<file path="config.mk">
export PLATFORM = sky130hd
export DESIGN_NAME = rx_medida_serial_flat
export DESIGN_NICKNAME = d
export VERILOG_FILES = /design/src/rtl/rx_medida_serial_pkg.sv /design/src/rtl/rx_medida_serial_if.sv /design/src/rtl/rx_serial_8N1.sv /design/src/rtl/rx_medida_serial.sv /design/src/flat_wrapper.sv
export SDC_FILE = /design/constraint.sdc
export NUM_CORES = 1
export LEC_CHECK = 0
export ABC_CLOCK_PERIOD_IN_PS = 5000
export CAP_MARGIN = 20
export CORE_MARGIN = 8
export CORE_UTILIZATION = 61
export DETAILED_ROUTE_END_ITERATION = 12
export PLACE_DENSITY = 0.83
export SKIP_LAST_GASP = 1
export SLEW_MARGIN = 20
export SYNTH_ARGS = -nofsm -noshare
export SYNTH_HDL_FRONTEND = slang
export SYNTH_SLANG_ARGS = --single-unit
</file>
<file path="constraint.sdc">
create_clock -name clock -period 5 [get_ports clock]
set_clock_uncertainty 0.2 [all_clocks]
set_input_delay 1 -clock clock [delete_from_list [all_inputs] [get_ports clock]]
set_output_delay 1 -clock clock [all_outputs]
set_load 0.1 [all_outputs]
</file>
<file path="src/rtl/rx_medida_serial_pkg.sv">
// Shared encodings and character constants for the tank-level telemetry receiver.
package rx_medida_serial_pkg;

  typedef enum logic [1:0] {
    OCIOSO = 2'd0,
    INICIO = 2'd1,
    DADOS  = 2'd2,
    PARADA = 2'd3
  } uart_estado_t;

  typedef enum logic [1:0] {
    ESPERA_D0  = 2'd0,
    ESPERA_D1  = 2'd1,
    ESPERA_D2  = 2'd2,
    ESPERA_FIM = 2'd3
  } parser_estado_t;

  localparam logic [7:0] ASC_ZERO    = 8'h30;
  localparam logic [7:0] ASC_FIM     = 8'h23;
  localparam logic [7:0] ASC_DIG_MAX = 8'h3F;

  // The transmitter encodes nibbles A..F as 0x3A..0x3F, not as ASCII letters.
  function automatic logic eh_digito(input logic [7:0] c);
    return (c >= ASC_ZERO) && (c <= ASC_DIG_MAX);
  endfunction

endpackage

</file>
<file path="src/rtl/rx_medida_serial_if.sv">
// Serial input plus decoded-measurement outputs of the telemetry receiver.
interface rx_medida_serial_if;
  logic        RX;
  logic [11:0] medida;
  logic        medida_valida;
  logic        erro_quadro;
  logic [3:0]  db_estado;

  modport master (
    input  RX,
    output medida, medida_valida, erro_quadro, db_estado
  );

  modport slave (
    output RX,
    input  medida, medida_valida, erro_quadro, db_estado
  );
endinterface

</file>
<file path="src/rtl/rx_serial_8N1.sv">
// 8N1 UART receiver: 2-FF synchroniser, mid-bit sampling, stop-bit check.
module rx_serial_8N1
  import rx_medida_serial_pkg::*;
#(
  parameter int TICKS_BIT = 434
) (
  input  logic         clock,
  input  logic         reset,
  input  logic         rx,
  output logic [7:0]   byte_dado,
  output logic         byte_ok,
  output logic         erro_parada,
  output uart_estado_t estado
);

  localparam int CW = $clog2(TICKS_BIT) + 1;
  localparam logic [CW-1:0] MEIO_FIM = CW'(TICKS_BIT / 2 - 1);
  localparam logic [CW-1:0] BIT_FIM  = CW'(TICKS_BIT - 1);

  logic rx_meta_q, rx_sync_q, rx_prev_q;

  uart_estado_t  estado_q, estado_d;
  logic [CW-1:0] cnt_q, cnt_d;
  logic [2:0]    nbit_q, nbit_d;
  logic [7:0]    shift_q, shift_d;
  logic          espera_alto_q, espera_alto_d;
  logic          byte_ok_q, byte_ok_d;
  logic          erro_q, erro_d;

  always_comb begin
    estado_d      = estado_q;
    cnt_d         = cnt_q;
    nbit_d        = nbit_q;
    shift_d       = shift_q;
    espera_alto_d = espera_alto_q;
    byte_ok_d     = 1'b0;
    erro_d        = 1'b0;
    case (estado_q)
      OCIOSO: begin
        if (rx_prev_q && !rx_sync_q) begin
          estado_d = INICIO;
          cnt_d    = '0;
        end
      end
      INICIO: begin
        if (cnt_q == MEIO_FIM) begin
          cnt_d  = '0;
          nbit_d = '0;
          // A start bit already back high at mid-bit is noise, not a character.
          estado_d = rx_sync_q ? OCIOSO : DADOS;
        end else begin
          cnt_d = cnt_q + 1'b1;
        end
      end
      DADOS: begin
        if (cnt_q == BIT_FIM) begin
          cnt_d   = '0;
          shift_d = {rx_sync_q, shift_q[7:1]};
          nbit_d  = nbit_q + 3'd1;
          if (nbit_q == 3'd7) estado_d = PARADA;
        end else begin
          cnt_d = cnt_q + 1'b1;
        end
      end
      PARADA: begin
        if (espera_alto_q) begin
          if (rx_sync_q) begin
            espera_alto_d = 1'b0;
            estado_d      = OCIOSO;
          end
        end else if (cnt_q == BIT_FIM) begin
          cnt_d = '0;
          if (rx_sync_q) begin
            byte_ok_d = 1'b1;
            estado_d  = OCIOSO;
          end else begin
            // Line still low after a bad stop: hold off until it idles high.
            erro_d        = 1'b1;
            espera_alto_d = 1'b1;
          end
        end else begin
          cnt_d = cnt_q + 1'b1;
        end
      end
      default: estado_d = OCIOSO;
    endcase
  end

  always_ff @(posedge clock or posedge reset) begin
    if (reset) begin
      rx_meta_q     <= 1'b1;
      rx_sync_q     <= 1'b1;
      rx_prev_q     <= 1'b1;
      estado_q      <= OCIOSO;
      cnt_q         <= '0;
      nbit_q        <= '0;
      shift_q       <= '0;
      espera_alto_q <= 1'b0;
      byte_ok_q     <= 1'b0;
      erro_q        <= 1'b0;
    end else begin
      rx_meta_q     <= rx;
      rx_sync_q     <= rx_meta_q;
      rx_prev_q     <= rx_sync_q;
      estado_q      <= estado_d;
      cnt_q         <= cnt_d;
      nbit_q        <= nbit_d;
      shift_q       <= shift_d;
      espera_alto_q <= espera_alto_d;
      byte_ok_q     <= byte_ok_d;
      erro_q        <= erro_d;
    end
  end

  assign byte_dado   = shift_q;
  assign byte_ok     = byte_ok_q;
  assign erro_parada = erro_q;
  assign estado      = estado_q;

endmodule

</file>
<file path="src/rtl/rx_medida_serial.sv">
// Telemetry receiver: rebuilds 12-bit distance from "ddd#" ASCII frames.
// Optional inter-character timeout enabled by defining RX_MEDIDA_TIMEOUT_EN.
module rx_medida_serial
  import rx_medida_serial_pkg::*;
#(
  parameter int CLK_FREQ       = 50000000,
  parameter int BAUD           = 115200,
  parameter int TIMEOUT_CYCLES = 5000000
) (
  input  logic              clock,
  input  logic              reset,
  rx_medida_serial_if.master bus
);

  localparam int TICKS_BIT = CLK_FREQ / BAUD;

  logic [7:0]   byte_dado;
  logic         byte_ok;
  logic         erro_parada;
  uart_estado_t estado_uart;

  rx_serial_8N1 #(
    .TICKS_BIT(TICKS_BIT)
  ) u_uart (
    .clock      (clock),
    .reset      (reset),
    .rx         (bus.RX),
    .byte_dado  (byte_dado),
    .byte_ok    (byte_ok),
    .erro_parada(erro_parada),
    .estado     (estado_uart)
  );

  parser_estado_t parser_q, parser_d;
  logic [11:0]    shadow_q, shadow_d;
  logic [11:0]    medida_q, medida_d;
  logic           valida_q, valida_d;
  logic           erro_q, erro_d;

`ifdef RX_MEDIDA_TIMEOUT_EN
  localparam int TW = $clog2(TIMEOUT_CYCLES + 1);
  logic [TW-1:0] gap_q, gap_d;
  logic          timeout;

  assign timeout = (parser_q != ESPERA_D0) && (estado_uart == OCIOSO) &&
                   (gap_q == TW'(TIMEOUT_CYCLES - 1));
`endif

  always_comb begin
    parser_d = parser_q;
    shadow_d = shadow_q;
    medida_d = medida_q;
    valida_d = 1'b0;
    erro_d   = 1'b0;
    if (erro_parada) begin
      erro_d   = 1'b1;
      parser_d = ESPERA_D0;
    end else if (byte_ok) begin
      if (parser_q == ESPERA_FIM) begin
        if (byte_dado == ASC_FIM) begin
          medida_d = shadow_q;
          valida_d = 1'b1;
        end else begin
          erro_d = 1'b1;
        end
        parser_d = ESPERA_D0;
      end else if (eh_digito(byte_dado)) begin
        case (parser_q)
          ESPERA_D0: shadow_d[11:8] = byte_dado[3:0];
          ESPERA_D1: shadow_d[7:4]  = byte_dado[3:0];
          default:   shadow_d[3:0]  = byte_dado[3:0];
        endcase
        parser_d = parser_estado_t'(parser_q + 2'd1);
      end else begin
        // Stray '#' or non-digit: drop the partial frame and resynchronise.
        erro_d   = 1'b1;
        parser_d = ESPERA_D0;
      end
    end
`ifdef RX_MEDIDA_TIMEOUT_EN
    else if (timeout) begin
      erro_d   = 1'b1;
      parser_d = ESPERA_D0;
      shadow_d = '0;
    end
`endif
  end

`ifdef RX_MEDIDA_TIMEOUT_EN
  // Gap only accrues while a frame is open and the line is idle.
  always_comb begin
    gap_d = gap_q;
    if (byte_ok || timeout || parser_q == ESPERA_D0) begin
      gap_d = '0;
    end else if (estado_uart == OCIOSO) begin
      gap_d = gap_q + 1'b1;
    end
  end
`endif

  always_ff @(posedge clock or posedge reset) begin
    if (reset) begin
      parser_q <= ESPERA_D0;
      shadow_q <= '0;
      medida_q <= '0;
      valida_q <= 1'b0;
      erro_q   <= 1'b0;
`ifdef RX_MEDIDA_TIMEOUT_EN
      gap_q    <= '0;
`endif
    end else begin
      parser_q <= parser_d;
      shadow_q <= shadow_d;
      medida_q <= medida_d;
      valida_q <= valida_d;
      erro_q   <= erro_d;
`ifdef RX_MEDIDA_TIMEOUT_EN
      gap_q    <= gap_d;
`endif
    end
  end

  assign bus.medida        = medida_q;
  assign bus.medida_valida = valida_q;
  assign bus.erro_quadro   = erro_q;
  assign bus.db_estado     = {estado_uart, parser_q};

endmodule

</file>
<file path="src/flat_wrapper.sv">
// flat-port wrapper written by rule: the top's interface ports become plain ports
module rx_medida_serial_flat import rx_medida_serial_pkg::*;
#(
  parameter int CLK_FREQ       = 50000000,
  parameter int BAUD           = 115200,
  parameter int TIMEOUT_CYCLES = 5000000
)
  (clock, reset, bus_RX, bus_medida, bus_medida_valida, bus_erro_quadro, bus_db_estado);
  rx_medida_serial_if bus_i ();
  input  logic clock;
  input  logic reset;
  input wire logic [$bits(bus_i.RX)-1:0] bus_RX;
  output wire logic [$bits(bus_i.medida)-1:0] bus_medida;
  output wire logic [$bits(bus_i.medida_valida)-1:0] bus_medida_valida;
  output wire logic [$bits(bus_i.erro_quadro)-1:0] bus_erro_quadro;
  output wire logic [$bits(bus_i.db_estado)-1:0] bus_db_estado;
  assign bus_i.RX = bus_RX;
  assign bus_medida = bus_i.medida;
  assign bus_medida_valida = bus_i.medida_valida;
  assign bus_erro_quadro = bus_i.erro_quadro;
  assign bus_db_estado = bus_i.db_estado;
  rx_medida_serial #(.CLK_FREQ(CLK_FREQ), .BAUD(BAUD), .TIMEOUT_CYCLES(TIMEOUT_CYCLES)) u_core (.clock(clock), .reset(reset), .bus(bus_i));
endmodule
</file>
==> impl_metrics.csv, run 1 <==
group,metric,value,unit
pwr,power.switching,0.000347,W
critical_path,critPathKind,"reg2out",
critical_path,worst_ep_required_time,3.80,ns
critical_path,path_cells,"clkdlybuf4s50_1",
detailed_routing,drt.antenna.violating_nets,0,
detailed_routing,totalWireLength,4880,µm
worst_hold_path,worstHoldPathType,"reg2reg",
critical_path,max_stage_delay,1.22,ns
timing,rsz0062_at_grt,"false",
pwr,p_leak,1.55,nW
synth,synth_top_flop_cell,"dfrtp_1",
synth,ys_seq_area_frac,0.511,
synth,synth.ff_latch_count,57,
pwr,pwr-share-comb,0.161,
pwr,switching_share,0.305,
cts,cts-resized-gates,0,
global_route,grt_pass1_vias,1852,
final_layout,final_area,3210,µm²
critical_path,crit_family,"buffers and inverters",
global_route,grt_max_degree,33,
placed_design,port_buffers,20,
placed_design,dpl-instance-area,3020,µm²
timing,post-route-period-util,0.671,
cts,cts_hold_buf,0,
critical_path,rr_worst_depth,5,
cts,path_clk_slew,0.06,ns
pwr,peakVddDrop,268,µV
synth,synth_nets,244,
detailed_routing,drt_iter0_markers,47,
job,cap_violations,0,
synth,yosys_warnings,0,
critical_path,cp-end-kind,"primary output",
cts,cts_max_level,3,
global_route,grt_overflow,0,
pwr,power_density,354,nW/µm²
cts,cts_inserted_buffers,9,
final_layout,area_growth,14.7,%
critical_path,path_buf_inv,1,
die,die_area,7010,µm²
placed_design,dp_slack,1.99,ns
synth,synth-async-reset-ratio,1.00,
cts,clk_path_buf_depth,2,
critical_path,start_kind,"flip-flop",
cts,cts.sinks,57,
synth,synth_area_leaders,"dfrtp_1 48%, mux2_2 10%, ha_1 4.0%",
placed_design,gp_congestion,0.828,
die,start_util,0.639,
timing,slew_violations,0,
cts,root_buffer,"clkbuf_8",
critical_path,arrival,2.15,ns
timing,fmax,298,MHz
status,status,"finished clean",
cts,worstSkewPairLatency,0.33,ns
timing,tightest_slew,0.979,ns
critical_path,cp.depth,1,
synth,synth-edff-count,0,
critical_path,crit_path_top_delay_cell,"clkdlybuf4s50_1",
timing,setup_viol,0,
pwr,p_seq_frac,0.484,
die,io_pins,21,
timing,min_period,3.35,ns
global_route,grt.total_usage,0.148,
final_layout,drive_above_1_share,0.226,
synth,yosysMostFrequentCell,"dfrtp_1",
critical_path,cp_max_fo,16,
die,rows,24,
detailed_routing,routed_via_density,5.88,
detailed_routing,vias,1839,
detailed_routing,drc,0,
cts,cts_setup_buffers,0,
synth,synth_common_cells,"54 x dfrtp_1, 26 x mux2_2, 14 x inv_1",
die,die_h,83.8,µm
synth,synth_top_cell_by_area,"dfrtp_1",
global_route,grt_antenna_before_repair,0,
synth,syn_avg_cell_area,12.1,µm²
timing,setup_tns,0,ns
placed_design,hpwlAfterDp,3430,µm
worst_hold_path,min_path_cells,0,
synth,synth_cell_types,50,
final_layout,diodes,0,
timing,relSlewSlack,0.345,
synth,syn_inst,232,
global_route,grt_pass1_wl,8480,µm
detailed_routing,first_pass_iters,4,
detailed_routing,wl_per_cell,15.6,µm
die,core-area,4380,µm²
die,die_x,83.8,µm
timing,hold_viol_final,0,
synth,syn_area,2800,µm²
synth,yosysTopAreaCellShare,0.483,
cts,tritoncts,"done",
final_layout,final_nets,268,
timing,setup_slack,1.65,ns
pwr,p_int,0.000790,W
pwr,clockPowerShare,0.355,
-- state kept, by name, indices dropped and copies added (netlist names), 2 cells and up, named ones only --
register and flops:
u_core.parser_q 2, u_core.u_uart.nbit_q 3, u_core.bus.medida 12, u_core.u_uart.byte_dado 8
u_core.u_uart.cnt_q 10, u_core.shadow_q 12
-- routing by layer --
| layer | up-vias | GRT usage | share of wire |
|---|---|---|---|
| met3 | 8 | 0.0596 | 0.055 |
| met4 | 0 | 0.0816 | 0.014 |
| met1 | 906 | 0.164 | 0.46 |
| met2 | 39 | 0.236 | 0.48 |
| met5 | - | 0 | 0 |
| li1 | 886 | - | - |
-- worst paths after layout --
kind / start / endpoint / slack [ns]
setup / recovery: u_core.u_uart.estado[0] / bus_db_estado[2] / 1.65
hold / removal: u_core.u_uart.rx_meta_q / u_core.u_uart.rx_sync_q / 0.16
setup reg to reg: u_core.parser_q[1] / u_core.bus.medida[6] / 2.89
hold reg to reg: u_core.u_uart.rx_meta_q / u_core.u_uart.rx_sync_q / 0.16
max in group asynchronous: reset / u_core.u_uart.rx_prev_q / 2.95
min in group asynchronous: reset / u_core.bus.medida[1] / 0.83
-- power groups by stage --
| stage | Combinational, W | Sequential (W) | Clock [W] |
|---|---|---|---|
| after global routing | 0.000207 | 0.000558 | 0.000432 |
| after CTS | 0.000185 | 0.000549 | 0.000413 |
| after floorplan | 0.000138 | 0.000562 | 0 |
| after global placement | 0.000177 | 0.000555 | 0 |
| final | 0.000183 | 0.000550 | 0.000404 |
| after detailed placement | 0.000184 | 0.000557 | 0 |
-- cells in the final DEF, fill, tap and decap left out, drive strengths merged, types with 6 or more instances in the layout --
cell type      Yosys  layout
nor2               7       7
clkdlybuf4s50      0      20
nand3             10      10
o21ai             11      11
inv               14      14
ha                 9       9
and2              10      10
dfrtp             54      54
nand2b             6       6
mux2              32      32
clkbuf             3      10
nand2              9       9
-- cells by family (layout without fill, tap and decap cells) --
logic type                 Yosys count  count (layout)  share of synthesized area
buffers and inverters               22              51                     0.0362
DFF                                 57              57                      0.511
muxes                               33              33                      0.140
adders and majority gates            9               9                     0.0402
AOI/OAI and AO/OA                   46              46                      0.124
and+or+nand+nor                     65              65                      0.149
-- metrics by stage --
stage | total power, W | hold WS (ns) | util | instances
after floorplan | 0.000699 | 0.145 | - | 232
after global placement | 0.000731 | 0.145 | 0.690 | 297
after detailed placement | 0.000742 | 0.148 | 0.690 | 297
after CTS | 0.00115 | 0.160 | 0.732 | 313
after global routing | 0.00120 | 0.162 | 0.732 | 313
final | 0.00114 | 0.158 | 0.732 | 313
-- final cells by class --
type	instances	area [µm²]
inverter	14	52.6
fill	326	1170
sequential	57	1430
tap	52	65.1
multi-input combinational	153	1270
clock inverter	6	58.8
clock buffer	10	128
timing repair buffer	21	208
(Power assumes the default switching activity.)
==> run 2, diff against run 1 <==
--- a/config.mk
+++ b/config.mk
@@ -5,12 +5,12 @@
 export SDC_FILE = /design/constraint.sdc
 export NUM_CORES = 1
 export LEC_CHECK = 0
-export ABC_CLOCK_PERIOD_IN_PS = 5000
+export ABC_CLOCK_PERIOD_IN_PS = 2800
 export CAP_MARGIN = 20
 export CORE_MARGIN = 8
-export CORE_UTILIZATION = 61
+export CORE_UTILIZATION = 52
 export DETAILED_ROUTE_END_ITERATION = 12
-export PLACE_DENSITY = 0.83
+export PLACE_DENSITY = 0.75
 export SKIP_LAST_GASP = 1
 export SLEW_MARGIN = 20
 export SYNTH_ARGS = -nofsm -noshare
==> constraint.sdc (replaced) <==
create_clock -name clock -period 2.8 [get_ports clock]
set_clock_uncertainty 0.2 [all_clocks]
set_input_delay 0.56 -clock clock [delete_from_list [all_inputs] [get_ports clock]]
set_output_delay 0.56 -clock clock [all_outputs]
set_load 0.1 [all_outputs]
==> run 2 against run 1 <==
Routed wire length rose by 1.4%. Critical endpoint is now u_core.bus.medida[1]. Critical path type is now reg2reg. Via count fell by 2.0%. Largest cell class unchanged. Power increased by 89%.
==> impl_metrics.csv, run 2 (synthesis results as in run 1) <==
group,metric,value,unit
status,status,"finished clean",
detailed_routing,drt.antenna.violating_nets,0,
critical_path,cp-end-kind,"flip-flop",
global_route,grt_pass1_wl,8540,µm
critical_path,worst_ep_required_time,2.81,ns
cts,cts_hold_buf,0,
die,rows,26,
final_layout,final_common_cell,"dfrtp_1",
global_route,grt_pass1_vias,1765,
final_layout,drive_above_1_share,0.298,
die,io_pins,21,
die,start_util,0.545,
critical_path,arrival,2.11,ns
global_route,grt_antenna_before_repair,0,
critical_path,cp_max_fo,13,
job,cap_violations,0,
final_layout,n_fill_cell,420,
placed_design,port_buffers,20,
timing,min_period,2.09,ns
final_layout,final_cell_mix,"54 x dfrtp_1, 26 x mux2_2, 19 x buf_4",
timing,hold_viol_final,0,
timing,tightest_slew,0.662,ns
timing,relSlewSlack,0.558,
timing,whs,0.158,ns
cts,root_buffer,"clkbuf_8",
cts,cts_setup_buffers,0,
timing,slew_violations,0,
timing,post-route-period-util,0.747,
cts,cts.sinks,57,
final_layout,register_area,1430,µm²
final_layout,final_nets,269,
cts,cts-resized-gates,0,
timing,setup_viol,0,
critical_path,critPathKind,"reg2reg",
cts,clk_path_buf_depth,2,
placed_design,hpwlAfterDp,3410,µm
die,core-area,5140,µm²
final_layout,multiInputGateArea,1270,µm²
pwr,p_total,0.00215,W
detailed_routing,first_pass_iters,4,
detailed_routing,routed_via_density,5.43,
detailed_routing,drc,0,
cts,path_clk_slew,0.07,ns
critical_path,start_kind,"flip-flop",
detailed_routing,drt_iter0_markers,75,
cts,cts_inserted_buffers,9,
die,die_area,7990,µm²
pwr,peakVddDrop,497,µV
timing,fmax,478,MHz
final_layout,area_growth,15.8,%
worst_hold_path,worstHoldPathType,"reg2reg",
pwr,power_density,664,nW/µm²
detailed_routing,vias,1802,
global_route,grt_overflow,0,
timing,setup_tns,0,ns
pwr,p_leak,1.61,nW
cts,tritoncts,"done",
detailed_routing,wl_per_cell,14.9,µm
die,die_x,89.4,µm
timing,rsz0062_at_grt,"false",
global_route,grt.total_usage,0.141,
cts,cts_max_level,3,
cts,worstSkewPairLatency,0.33,ns
global_route,grt_max_degree,27,
die,die_h,89.4,µm
detailed_routing,totalWireLength,4950,µm
final_layout,diodes,0,
placed_design,gp_congestion,0.802,
## run 2: cell types whose count changed in the layout (fill, tap and decap cells not counted), sizes merged
cell and delta:
buf +19, clkdlybuf4s50 -18, clkinv -2, bufinv +1, clkbuf +1
## run 2: path summary, 6_finish.rpt
| path | end | from | cells past startpoint | slack, ns |
|---|---|---|---|---|
| setup / recovery | u_core.bus.medida[1] | u_core.parser_q[0] | 5 | 0.71 |
| hold / removal | u_core.u_uart.rx_sync_q | u_core.u_uart.rx_meta_q | 0 | 0.16 |
| setup reg to reg | u_core.bus.medida[1] | u_core.parser_q[0] | 5 | 0.71 |
| hold reg to reg | u_core.u_uart.rx_sync_q | u_core.u_uart.rx_meta_q | 0 | 0.16 |
| max in group asynchronous | u_core.u_uart.cnt_q[2] | reset | 3 | 1.44 |
| min in group asynchronous | u_core.u_uart.nbit_q[1] | reset | 2 | 0.41 |
## run 2: layer usage
layer  wire length (µm)  track usage  vias up
li1                   -            -      889
met2               2340        0.219       21
met3                198       0.0285        7
met4                 70       0.0861        0
met5                  0            0        -
met1               2340        0.176      885
## run 2: report_power, final
part           switching, W  leakage (nW)  internal [W]
combinational      0.000199         0.728      0.000124
sequential         0.000100         0.769      0.000881
clock              0.000325         0.113      0.000524
total              0.000624          1.61       0.00153
## run 2: cell type report
class / instances / area share
Clock buffer: 11 / 0.0436
Tap cell: 70 / 0.0270
Inverter: 14 / 0.0162
Multi-Input combinational cell: 153 / 0.391
Clock inverter: 5 / 0.0243
Sequential cell: 57 / 0.441
Timing Repair Buffer: 22 / 0.0563
## run 2: stage by stage
stage	setup slack [ns]	util	instance area [µm²]	instances
2_1_floorplan	0.308	-	2800	232
3_3_place_gp	0.746	0.588	3020	316
3_5_place_dp	0.686	0.588	3020	316
4_1_cts	0.692	0.631	3240	332
5_1_grt	0.572	0.631	3240	332
6_report	0.708	0.631	3240	332
## run 2: critical path: stages (launching register included)
cell and delay, ns:
dfrtp_1 0.42, ha_1 0.22, nor4b_1 0.14, and3_1 0.20
nand2_1 0.40, mux2_2 0.41
==> run 3, diff against run 2 <==
--- a/config.mk
+++ b/config.mk
@@ -5,7 +5,7 @@
 export SDC_FILE = /design/constraint.sdc
 export NUM_CORES = 1
 export LEC_CHECK = 0
-export ABC_CLOCK_PERIOD_IN_PS = 2800
+export ABC_CLOCK_PERIOD_IN_PS = 1800
 export CAP_MARGIN = 20
 export CORE_MARGIN = 8
 export CORE_UTILIZATION = 52
==> constraint.sdc (replaced) <==
create_clock -name clock -period 1.8 [get_ports clock]
set_clock_uncertainty 0.2 [all_clocks]
set_input_delay 0.36 -clock clock [delete_from_list [all_inputs] [get_ports clock]]
set_output_delay 0.36 -clock clock [all_outputs]
set_load 0.1 [all_outputs]
==> run 3 against run 2 <==
The run now ends with setup timing left. Critical path depth increased by 1. Power up 64%. First-iteration DRC count grew 33%. Count of clock-buffer cells in the layout increased by 2. Setup slack worse by 0.82 ns. Core utilization up 15 points. Non-clock buffer count rose by 42. Die area unchanged. Sequential power up 51%. Routed wire length increased by 33%.
==> impl_metrics.csv, run 3 (synthesis results as in run 1) <==
group,metric,value,unit
timing,setup_slack,-0.117,ns
detailed_routing,drt.antenna.violating_nets,0,
global_route,grt.total_usage,0.162,
pwr,p_seq_frac,0.419,
die,die_h,89.4,µm
detailed_routing,vias,2095,
final_layout,final_nets,314,
timing,fmax,522,MHz
critical_path,arrival,1.94,ns
placed_design,dp_cells,353,
critical_path,cp-end-kind,"flip-flop",
cts,path_clk_slew,0.07,ns
pwr,power.switching,0.00114,W
placed_design,dp_slack,-0.119,ns
global_route,grt_pass1_wl,9780,µm
final_layout,fin_cells,377,
pwr,power_density,873,nW/µm²
timing,relSlewSlack,0.707,
cts,root_buffer,"clkbuf_8",
status,violations,"setup timing",
pwr,p_int,0.00238,W
timing,slew_violations,0,
critical_path,critPathKind,"reg2reg",
critical_path,worst_ep_required_time,1.82,ns
timing,min_period,1.92,ns
job,cap_violations,0,
detailed_routing,drc,0,
worst_hold_path,min_path_cells,0,
final_layout,final_cell_mix,"49 x dfrtp_1, 36 x buf_4, 26 x mux2_2",
die,die_x,89.4,µm
global_route,grt_overflow,0,
cts,cts_max_level,3,
die,rows,26,
timing,post-route-period-util,1.06,
final_layout,final_area,4030,µm²
timing,rsz0062_at_grt,"true",
placed_design,dpl-instance-area,3620,µm²
cts,cts_hold_buf,0,
final_layout,drive_above_1_share,0.511,
cts,cts_inserted_buffers,9,
timing,tightest_slew,0.440,ns
die,io_pins,21,
critical_path,startpoint,"u_core.u_uart.cnt_q[1]",
detailed_routing,totalWireLength,6560,µm
critical_path,rr_worst_depth,6,
global_route,grt_antenna_before_repair,0,
detailed_routing,wl_per_cell,17.4,µm
placed_design,hpwlAfterDp,4060,µm
cts,tritoncts,"done",
global_route,grt_max_degree,32,
die,core-area,5140,µm²
detailed_routing,first_pass_iters,4,
die,die_area,7990,µm²
pwr,p_leak,1.89,nW
detailed_routing,routed_via_density,5.56,
timing,hold_viol_final,0,
critical_path,worst-r2r-setup-slack,-0.12,ns
placed_design,port_buffers,20,
pwr,switching_share,0.325,
timing,setup_tns,-1.24,ns
global_route,grt_pass1_vias,2038,
worst_hold_path,worstHoldPathType,"reg2reg",
cts,cts.sinks,57,
die,start_util,0.545,
cts,clk_path_buf_depth,2,
worst_hold_path,holdPathEnd,"u_core.u_uart.rx_sync_q",
placed_design,gp_congestion,0.790,
pwr,p_total,0.00352,W
critical_path,reg2reg_to,"u_core.u_uart.byte_dado[1]",
final_layout,final_common_cell,"dfrtp_1",
critical_path,start_kind,"flip-flop",
timing,setup_viol,20,
final_layout,diodes,0,
cts,worstSkewPairLatency,0.34,ns
pwr,pwr-share-comb,0.285,
detailed_routing,drt_iter0_markers,100,
critical_path,cp_max_fo,5,
critical_path,r2r_start,"u_core.u_uart.cnt_q[1]",
worst_hold_path,min-delay-start,"u_core.u_uart.rx_meta_q",
final_layout,area_growth,44.1,%
status,status,"complete, but fails checks",
pwr,peakVddDrop,926,µV
pwr,clockPowerShare,0.296,
==> run 3: cell types whose count changed in the layout (fill, tap and decap cells not counted), sizes merged <==
cell,change
a31oi,+1
buf,+42
bufinv,-2
clkbuf,+2
clkinv,-1
clkinvlp,+2
inv,-1
nand2,+1
nand4,+1
==> run 3: layer usage <==
layer  routed length (µm)  track usage  up-vias
met2                 3320        0.263       52
met3                  342       0.0496       13
met1                 2750        0.194     1041
met4                  144       0.0665        0
met5                    0            0        -
li1                     -            -      989
==> run 3: stage by stage <==
stage,hold WS (ns),util
finish,0.157,0.785
detailed placement,0.149,0.704
CTS,0.159,0.741
global route,0.164,0.785
floorplan,0.145,-
global placement,0.148,0.704
==> run 3: what timing repair did <==
item                                    in CTS  in global routing
resized for setup                            7                 34
setup buffers                                0                  4
gates cloned                                 1                  3
pin swaps                                    2                 10
endpoints found under the setup margin      37                 39
==> run 3: final cells by class <==
class                      count  area, µm²
multi-input combinational    156       1510
sequential                    57       1450
fill                         321       1110
timing repair buffer          64        767
clock buffer                  13        149
tap                           70       87.6
inverter                      14       56.3
clock inverter                 3       17.5
==> run 3: worst max-delay path, stage by stage, from the launching register on <==
cell	delay (ns)
dfrtp_1	0.40
inv_2	0.09
ha_4	0.13
and4bb_4	0.34
buf_6	0.13
nand4_4	0.15
mux2_4	0.36
==> run 3: how the worst max path moves through the flow <==
stage / depth (start not counted) / to
finish: 6 / u_core.u_uart.byte_dado[1]
global route: 6 / u_core.u_uart.byte_dado[1]
CTS: 5 / u_core.u_uart.byte_dado[2]
detailed placement: 5 / u_core.bus.medida[7]
global placement: 5 / u_core.bus.medida[5]
floorplan: 6 / u_core.bus.medida[0]
==> run 3: power groups by stage <==
stage	clock [W]	combinational, W	sequential (W)
floorplan	0	0.000399	0.00157
finish	0.00104	0.00100	0.00148
CTS	0.00106	0.000827	0.00146
global placement	0	0.000794	0.00148
global route	0.00113	0.00109	0.00149
detailed placement	0	0.000818	0.00149
